[config.mk]
export PLATFORM = sky130hd
export DESIGN_NAME = vectored_interrupt_controller
export DESIGN_NICKNAME = d
export VERILOG_FILES = /design/src/rtl/vectored_interrupt_controller.sv
export SDC_FILE = /design/constraint.sdc
export NUM_CORES = 1
export LEC_CHECK = 0
export CAP_MARGIN = 20
export CORE_MARGIN = 2
export CORE_UTILIZATION = 39
export CTS_CLUSTER_DIAMETER = 150
export DETAILED_ROUTE_END_ITERATION = 12
export PLACE_DENSITY = 0.79
export SYNTH_ARGS = -nofsm -noshare
export SYNTH_HDL_FRONTEND = slang
export SYNTH_SLANG_ARGS = --single-unit
export TNS_END_PERCENT = 100
[constraint.sdc]
create_clock -name instr_clock -period 3.8 [get_ports instr_clock]
set_input_delay 1.14 -clock instr_clock [delete_from_list [all_inputs] [get_ports instr_clock]]
set_output_delay 1.14 -clock instr_clock [all_outputs]
set_load 0.01 [all_outputs]
[src/rtl/vectored_interrupt_controller.sv]
// Vectored interrupt controller: fixed-priority dispatch with edge/level
// channels, single-level service and return-from-interrupt handling.
module vectored_interrupt_controller #(
    parameter int                   NUM_IRQ       = 8,
    parameter int                   PC_WIDTH      = 11,
    parameter logic [PC_WIDTH-1:0]  VECTOR_BASE   = 11'h7F0,
    parameter int                   VECTOR_STRIDE = 1
) (
    input  logic                instr_clock,
    input  logic                reset_bar,
    input  logic [NUM_IRQ-1:0]  irq_in,
    input  logic [NUM_IRQ-1:0]  irq_enable,
    input  logic [NUM_IRQ-1:0]  irq_edge_mode,
    input  logic                gie,
    input  logic [NUM_IRQ-1:0]  clear_pending,
    input  logic [1:0]          pc_mux_control,
    input  logic [PC_WIDTH-1:0] pc_next,
    output logic [PC_WIDTH-1:0] pc_out,
    output logic [PC_WIDTH-1:0] pc_save,
    output logic                int_active,
    output logic [3:0]          int_id,
    output logic [NUM_IRQ-1:0]  pending
);

    typedef enum logic {
        IDLE,
        IN_SERVICE
    } state_t;

    state_t              state;
    logic [NUM_IRQ-1:0]  irq_q;
    logic [NUM_IRQ-1:0]  edge_pend;
    logic [NUM_IRQ-1:0]  edge_nxt;
    logic [NUM_IRQ-1:0]  cand;
    logic [NUM_IRQ-1:0]  disp_mask;
    logic [3:0]          winner;
    logic                is_return;
    logic                dispatch;
    logic [PC_WIDTH-1:0] vector;

    assign pending = (edge_pend & irq_edge_mode) | (irq_in & ~irq_edge_mode);
    assign cand    = pending & irq_enable;
    assign is_return = (pc_mux_control == 2'b11);

    // Scan from the top so the lowest-index candidate wins.
    always_comb begin
        winner = '0;
        for (int i = NUM_IRQ - 1; i >= 0; i--) begin
            if (cand[i]) winner = 4'(i);
        end
    end

    assign dispatch = reset_bar && (state == IDLE) && gie
                      && (|cand) && !is_return;

    always_comb begin
        disp_mask = '0;
        for (int i = 0; i < NUM_IRQ; i++) begin
            disp_mask[i] = dispatch && (winner == 4'(i));
        end
    end

    // A new edge in the same cycle as a clear keeps the bit set.
    assign edge_nxt = (edge_pend & ~clear_pending & ~disp_mask)
                    | (irq_in & ~irq_q & irq_edge_mode);

    assign vector = VECTOR_BASE
                  + PC_WIDTH'(winner) * PC_WIDTH'(VECTOR_STRIDE);

    assign pc_out     = dispatch ? vector : pc_next;
    assign int_active = (state == IN_SERVICE);

    always_ff @(posedge instr_clock or negedge reset_bar) begin
        if (!reset_bar) begin
            state     <= IDLE;
            pc_save   <= '0;
            int_id    <= '0;
            irq_q     <= '0;
            edge_pend <= '0;
        end else begin
            irq_q     <= irq_in;
            edge_pend <= edge_nxt;
            unique case (state)
                IDLE: begin
                    if (dispatch) begin
                        pc_save <= pc_next;
                        int_id  <= winner;
                        state   <= IN_SERVICE;
                    end
                end
                IN_SERVICE: begin
                    if (is_return) state <= IDLE;
                end
            endcase
        end
    end

endmodule

# After elaboration in Yosys (flattened, before gate mapping)

Cells that the tools add are included.

Input port bits: 48
Flip-flop bits (word level): 32
Output and inout port bits: 35
Word-level logic and storage cells: 56

Reductions and logical operators: 16
Mux-type cells: 12
Bitwise operators: 14
$add $sub $neg: 1
Equality and inequality tests: 8

Operators by type and width:

| operator            | number |
|---|---|
| $and 8x8->8         | 7 |
| $not 8->8           | 4 |
| $mux 4              | 5 |
| $eq 4x3->1 const B  | 4 |
| $or 8x8->8          | 2 |
| $logic_and 1x1->1   | 12 |
| $mux 11             | 1 |
| $mux 3              | 3 |
| $eq 4x2->1 const B  | 2 |
| $reduce_or 8->1     | 1 |
| $add 5x5->6 const A | 1 |
| $eq 4x1->1 const B  | 1 |
| $logic_not 4->1     | 1 |
| $eq 2x2->1 const B  | 1 |
| $mux 1              | 2 |
| $pmux 1 s2          | 1 |
| $reduce_and 2->1    | 1 |
| $logic_not 1->1     | 1 |
| $not 1->1           | 1 |

# Longest topological paths before layout

Depth after elaboration: 17
Depth in mapped cells: 7
Gate-level depth less buffers: 6

# Worst setup path before layout

OpenSTA, ideal clock, no wires.

Kind: in2out
Start: input port irq_edge_mode[0]
End: output port pc_out[1]
Required time: 2.660 ns
Cell stages on the path: 6
Data arrival time: 2.436 ns
Slack: 0.224 ns
Buffers on the path: 1
Cell sequence: mux2_4 -> a22oi_4 -> a31oi_4 -> buf_6 -> o221ai_2 -> a21bo_1

Word-level cells in the longest chain between the ends: 8
Elaborated cells between the ends (all ways): 11
Those cells by class: add/sub (1); mux (2); bitwise (5); reduce/logical (3)

Ends and longest elaborated chain:

| what                                                                | line | source |
|---|---|---|
| from (decl)                                                         | 13   | `input logic [NUM_IRQ-1:0] irq_edge_mode,` |
| $not 8->8                                                           | 41   | `assign pending = (edge_pend & irq_edge_mode) \| (irq_in & ~irq_edge_mode);` |
| $and 8x8->8                                                         | 41   |  |
| $or 8x8->8 (*)                                                      | 41   |  |
| $and 8x8->8 (*)                                                     | 42   | `assign cand = pending & irq_enable;` |
| parallel branches: the longest is 3 deep, another holds $add 5x5->6 | -    |  |
| $mux 11 (*)                                                         | 70   | `assign pc_out = dispatch ? vector : pc_next;` |
| to (decl)                                                           | 18   | `output logic [PC_WIDTH-1:0] pc_out,` |

Every way passes the cells marked *.

# Worst setup path after layout

Start: input port irq_enable[4]
End: output port pc_out[1]

Word-level cells in the longest chain between the ends: 8
Elaborated cells between the ends (all ways): 11
Those cells by class: add/sub (1); mux (6); bitwise (1); reduce/logical (3)

Ends and longest elaborated chain:

| what                | line | source |
|---|---|---|
| from (decl)         | 12   | `input logic [NUM_IRQ-1:0] irq_enable,` |
| $and 8x8->8 (*)     | 42   |  |
| $mux 4 (5 in a row) | 49   | `if (cand[i]) winner = 4'(i);` |
| $add 5x5->6         | 68   | `+ PC_WIDTH'(winner) * PC_WIDTH'(VECTOR_STRIDE);` |
| $mux 11 (*)         | 70   |  |

Every way passes the cells marked *; elsewhere a longest branch is shown, timed or not.

==> results by group <==
GRT
  – Number of global-route vias before repair: around 1500
  – Initial antenna violation count: 0
  – Met2 Usage GRT: 36.8%
  – Largest net degree at the start of global routing: 33
  – GRT Overall Usage: 21.6%
  – Met3 Usage GRT: under 10%
  – GRT Max-Usage Layer: met2
  – Met1 Use GR: about a quarter
  – Total congestion overflow: 0
  – First-pass GRT wire length: slightly above 7000 um

Routing
  – Vias/cell: 4.95
  – Routed Antenna Nets: 0
  – Routed WL: ~5000 um
  – Iter 0 DRT Violations: 50
  – WL per Instance: 15.7 um
  – DR pass1 iterations: 4
  – DRC viols: 0
  – Vias: roughly 1600

Placed design
  – Area after DPL: between 2000 and 3000 um^2
  – GPL Wtd Cong: approximately 0.77
  – Number of port buffers: 81
  – Hpwl dp: between 3000 and 4000 um

Clock network
  – Worst-Skew Late Latency: 290 ps
  – Clk sink count: 31
  – Worst-path clk slew: 60 ps
  – Total CTS buffers: 5
  – CTS tree: done
  – Clk buf depth: 2
  – Root buffer cell: clkbuf_8
  – Htree depth: 2

Critical path
  – Worst Path Required: 2660 ps
  – CP arrival: about 2600 ps
  – Startpoint Class: primary input
  – Crit path max fanout: 3
  – Reg2reg start: edge_pend[4]
  – Crit path max-delay cell type: clkdlybuf4s50_1
  – Reg-to-reg setup timing slack: 1700 ps
  – Critical Path Sink Type: output port
  – Reg2reg end: edge_pend[5]
  – CP Cell Sequence: clkdlybuf4s50_1 -> a22oi_4 -> buf_6 -> nor2b_4 -> o221ai_4 -> a21bo_1 -> buf_2
  – CP Launch Point: irq_enable[4]
  – Setup CP Type: primary input to output port
  – Slowest stage delay, CP: between 400 and 500 ps
  – Crit path to: pc_out[1]
  – R2R cell count: 7

Power and ir drop
  – NetSw: 393 uW
  – Power Internal: roughly 940 uW
  – LEAKAGE: ~0.0015 uW
  – Clock power share: about a fifth
  – Pwr/cell area: 438 nW/um^2
  – Switching part of the total: 29.5%
  – Sequential cell fraction of total power: a little over a third
  – Maximum vdd drop: roughly 280 uV
  – Comb power frac: approximately 45%

STA
  – # setup viols final: 0
  – Final period util: between 90% and 100%
  – Total negative slack: 0 ps
  – RSZ-0062 raised after global routing: yes
  – Post-layout min period: between 3000 and 4000 ps
  – Final hold vios: 0
  – Slew Limit Fails: 0
  – Fmax: roughly 0.27 GHz
  – Clock skew: approximately 7.3 ps

Floorplan
  – Initial core utilization: between 40% and 50%
  – DIE HEIGHT: approximately 70 um
  – IO Count: between 80 and 90
  – Die area: ~4600 um^2
  – Core area: ~4000 um^2
  – Die W: between 60 and 70 um
  – Placement Rows: 23

Layout
  – Final instance area: 3040 um^2
  – Synthesis-to-finish area growth: 89.8%
  – Layout cells sized above 1: between 40% and 50%
  – Number of diodes: 0
  – Nets: roughly 320

Synth
  – Cells after synthesis: about 140
  – Sequential area share after synthesis: 48.4%
  – Distinct cells, synth: between 40 and 50
  – Yosys warnings: 0
  – Synth area leader: dfrtp_1
  – Syn Nets: 183
  – Yosys reg bits: 31
  – Yosys top cell area share: between 40% and 50%
  – Post-Syn Area per Cell: about 12 um^2
  – Synth Cell Area: around 1600 um^2
  – Top cells by area, synth: dfrtp_1, mux2_2, mux2_4

Outcome
  – Outcome: finished clean

Job
  – Max cap viols: 0

Worst hold path
  – HP Class: flip-flop to flip-flop
-- stage by stage --
step | setup WS (ps) | std cells | hold slack (ps) | total power [uW] | util [%]
global placement | -695 | 292 | 415 | 997 | 67.7
global route | -32.5 | 321 | 449 | 1400 | 76.5
finish | 27.3 | 321 | 428 | 1330 | 76.5
detailed placement | -728 | 292 | 426 | 1010 | 67.7
floorplan | 224 | 135 | 404 | 684 | -
CTS | 6.74 | 316 | 431 | 1300 | 74.5
-- worst max-delay path: cells and delay by family --
family	cells	cell delay (ps)
AND/OR/NAND/NOR	1	180
AO/OA/AOI/OAI	3	570
buffers and inverters	3	740
-- power by group through the flow --
stage | sequential [uW] | clock (uW) | combinational, uW
after floorplan | 501 | 0 | 183
after global placement | 464 | 0 | 533
after detailed placement | 468 | 0 | 538
after CTS | 462 | 263 | 575
after global routing | 474 | 280 | 647
final | 465 | 261 | 605
-- sequential cells by signal, summed over array words and instances (netlist names) --
signal,cells
int_active,1
irq_q,8
pc_save,11
edge_pend,8
int_id,3
-- layer usage --
metal | vias to the layer above | routed length [um]
met3 | 8 | 346
li1 | 766 | -
met1 | 761 | 2040
met5 | - | 0
met4 | 0 | 72
met2 | 53 | 2580
-- worst min path at each step --
stage,depth (start not counted),slack (ps),endpoint,startpoint
2_1_floorplan,1,400,edge_pend[4],irq_q[4]
3_3_place_gp,1,410,edge_pend[5],irq_q[5]
3_5_place_dp,1,430,edge_pend[4],irq_q[4]
4_1_cts,1,430,edge_pend[4],irq_q[4]
5_1_grt,1,450,edge_pend[4],irq_q[4]
6_report,1,430,edge_pend[4],irq_q[4]
-- cell families after synthesis --
kind of cell | share of synthesized area [%]
buffers and inverters | 4.06
flip-flops | 48.4
AND/OR/NAND/NOR | 14.5
multiplexers | 14.7
AO/OA/AOI/OAI | 18.0
other | 0.234
-- cell usage in the layout (no fill, tap or decap), types with 3 or more instances in the layout --
cell type,netlist,routed
clkbuf_2,0,6
o21ai_0,7,7
dfrtp_1,31,31
mux2_4,6,11
mux2_2,12,7
nand2_1,17,13
nor2_1,4,4
dlygate4sd2_1,0,8
clkdlybuf4s15_1,0,3
buf_4,1,44
clkdlybuf4s50_1,0,44
inv_1,8,7
or3_1,7,6
buf_6,2,6
and2_4,0,3
buf_2,1,15
clkbuf_8,0,6
-- synth_stat cells --
cell / n
a311o_2: 1
o211ai_1: 1
nand2_1: 17
a22oi_2: 1
nor2b_1: 2
mux2_2: 12
buf_4: 1
mux2_4: 6
buf_2: 1
or3_1: 7
o221ai_2: 1
o21ai_0: 7
mux2i_1: 1
dfrtp_1: 31
nor2_1: 4
a22oi_1: 1
a21oi_1: 1
a21bo_2: 2
o22a_1: 1
a22oi_4: 2
nand2b_1: 1
a31oi_1: 1
nor4_1: 1
o311ai_0: 1
a211o_1: 1
nor2_8: 1
and2_1: 4
buf_6: 2
o32ai_1: 2
and4b_1: 1
o221ai_1: 1
a31oi_4: 1
a221oi_2: 1
a21oi_2: 1
a41oi_1: 1
inv_1: 8
nor4b_1: 1
conb_1: 1
nand4b_1: 1
nor3b_1: 1
a21bo_1: 2
nand3_1: 1
-- cell type report --
class,instances,area [um^2]
repair buffers,133,1180
clock buffers,6,82.6
well taps,50,62.6
clock inverters,1,5.00
inverters,8,30.0
multi-input cells,92,905
flip-flops and latches,31,776
fillers,256,932
-- timing repair --
action | in CTS | in global routing
gates resized for setup | 119 | 27
hold buffers | 0 | 0
gates cloned | 2 | 0
setup buffers | 15 | 6
pin swaps | 14 | 13
endpoints found under the setup margin | 11 | 9
No activity file was read; power rests on OpenSTA's default activity.
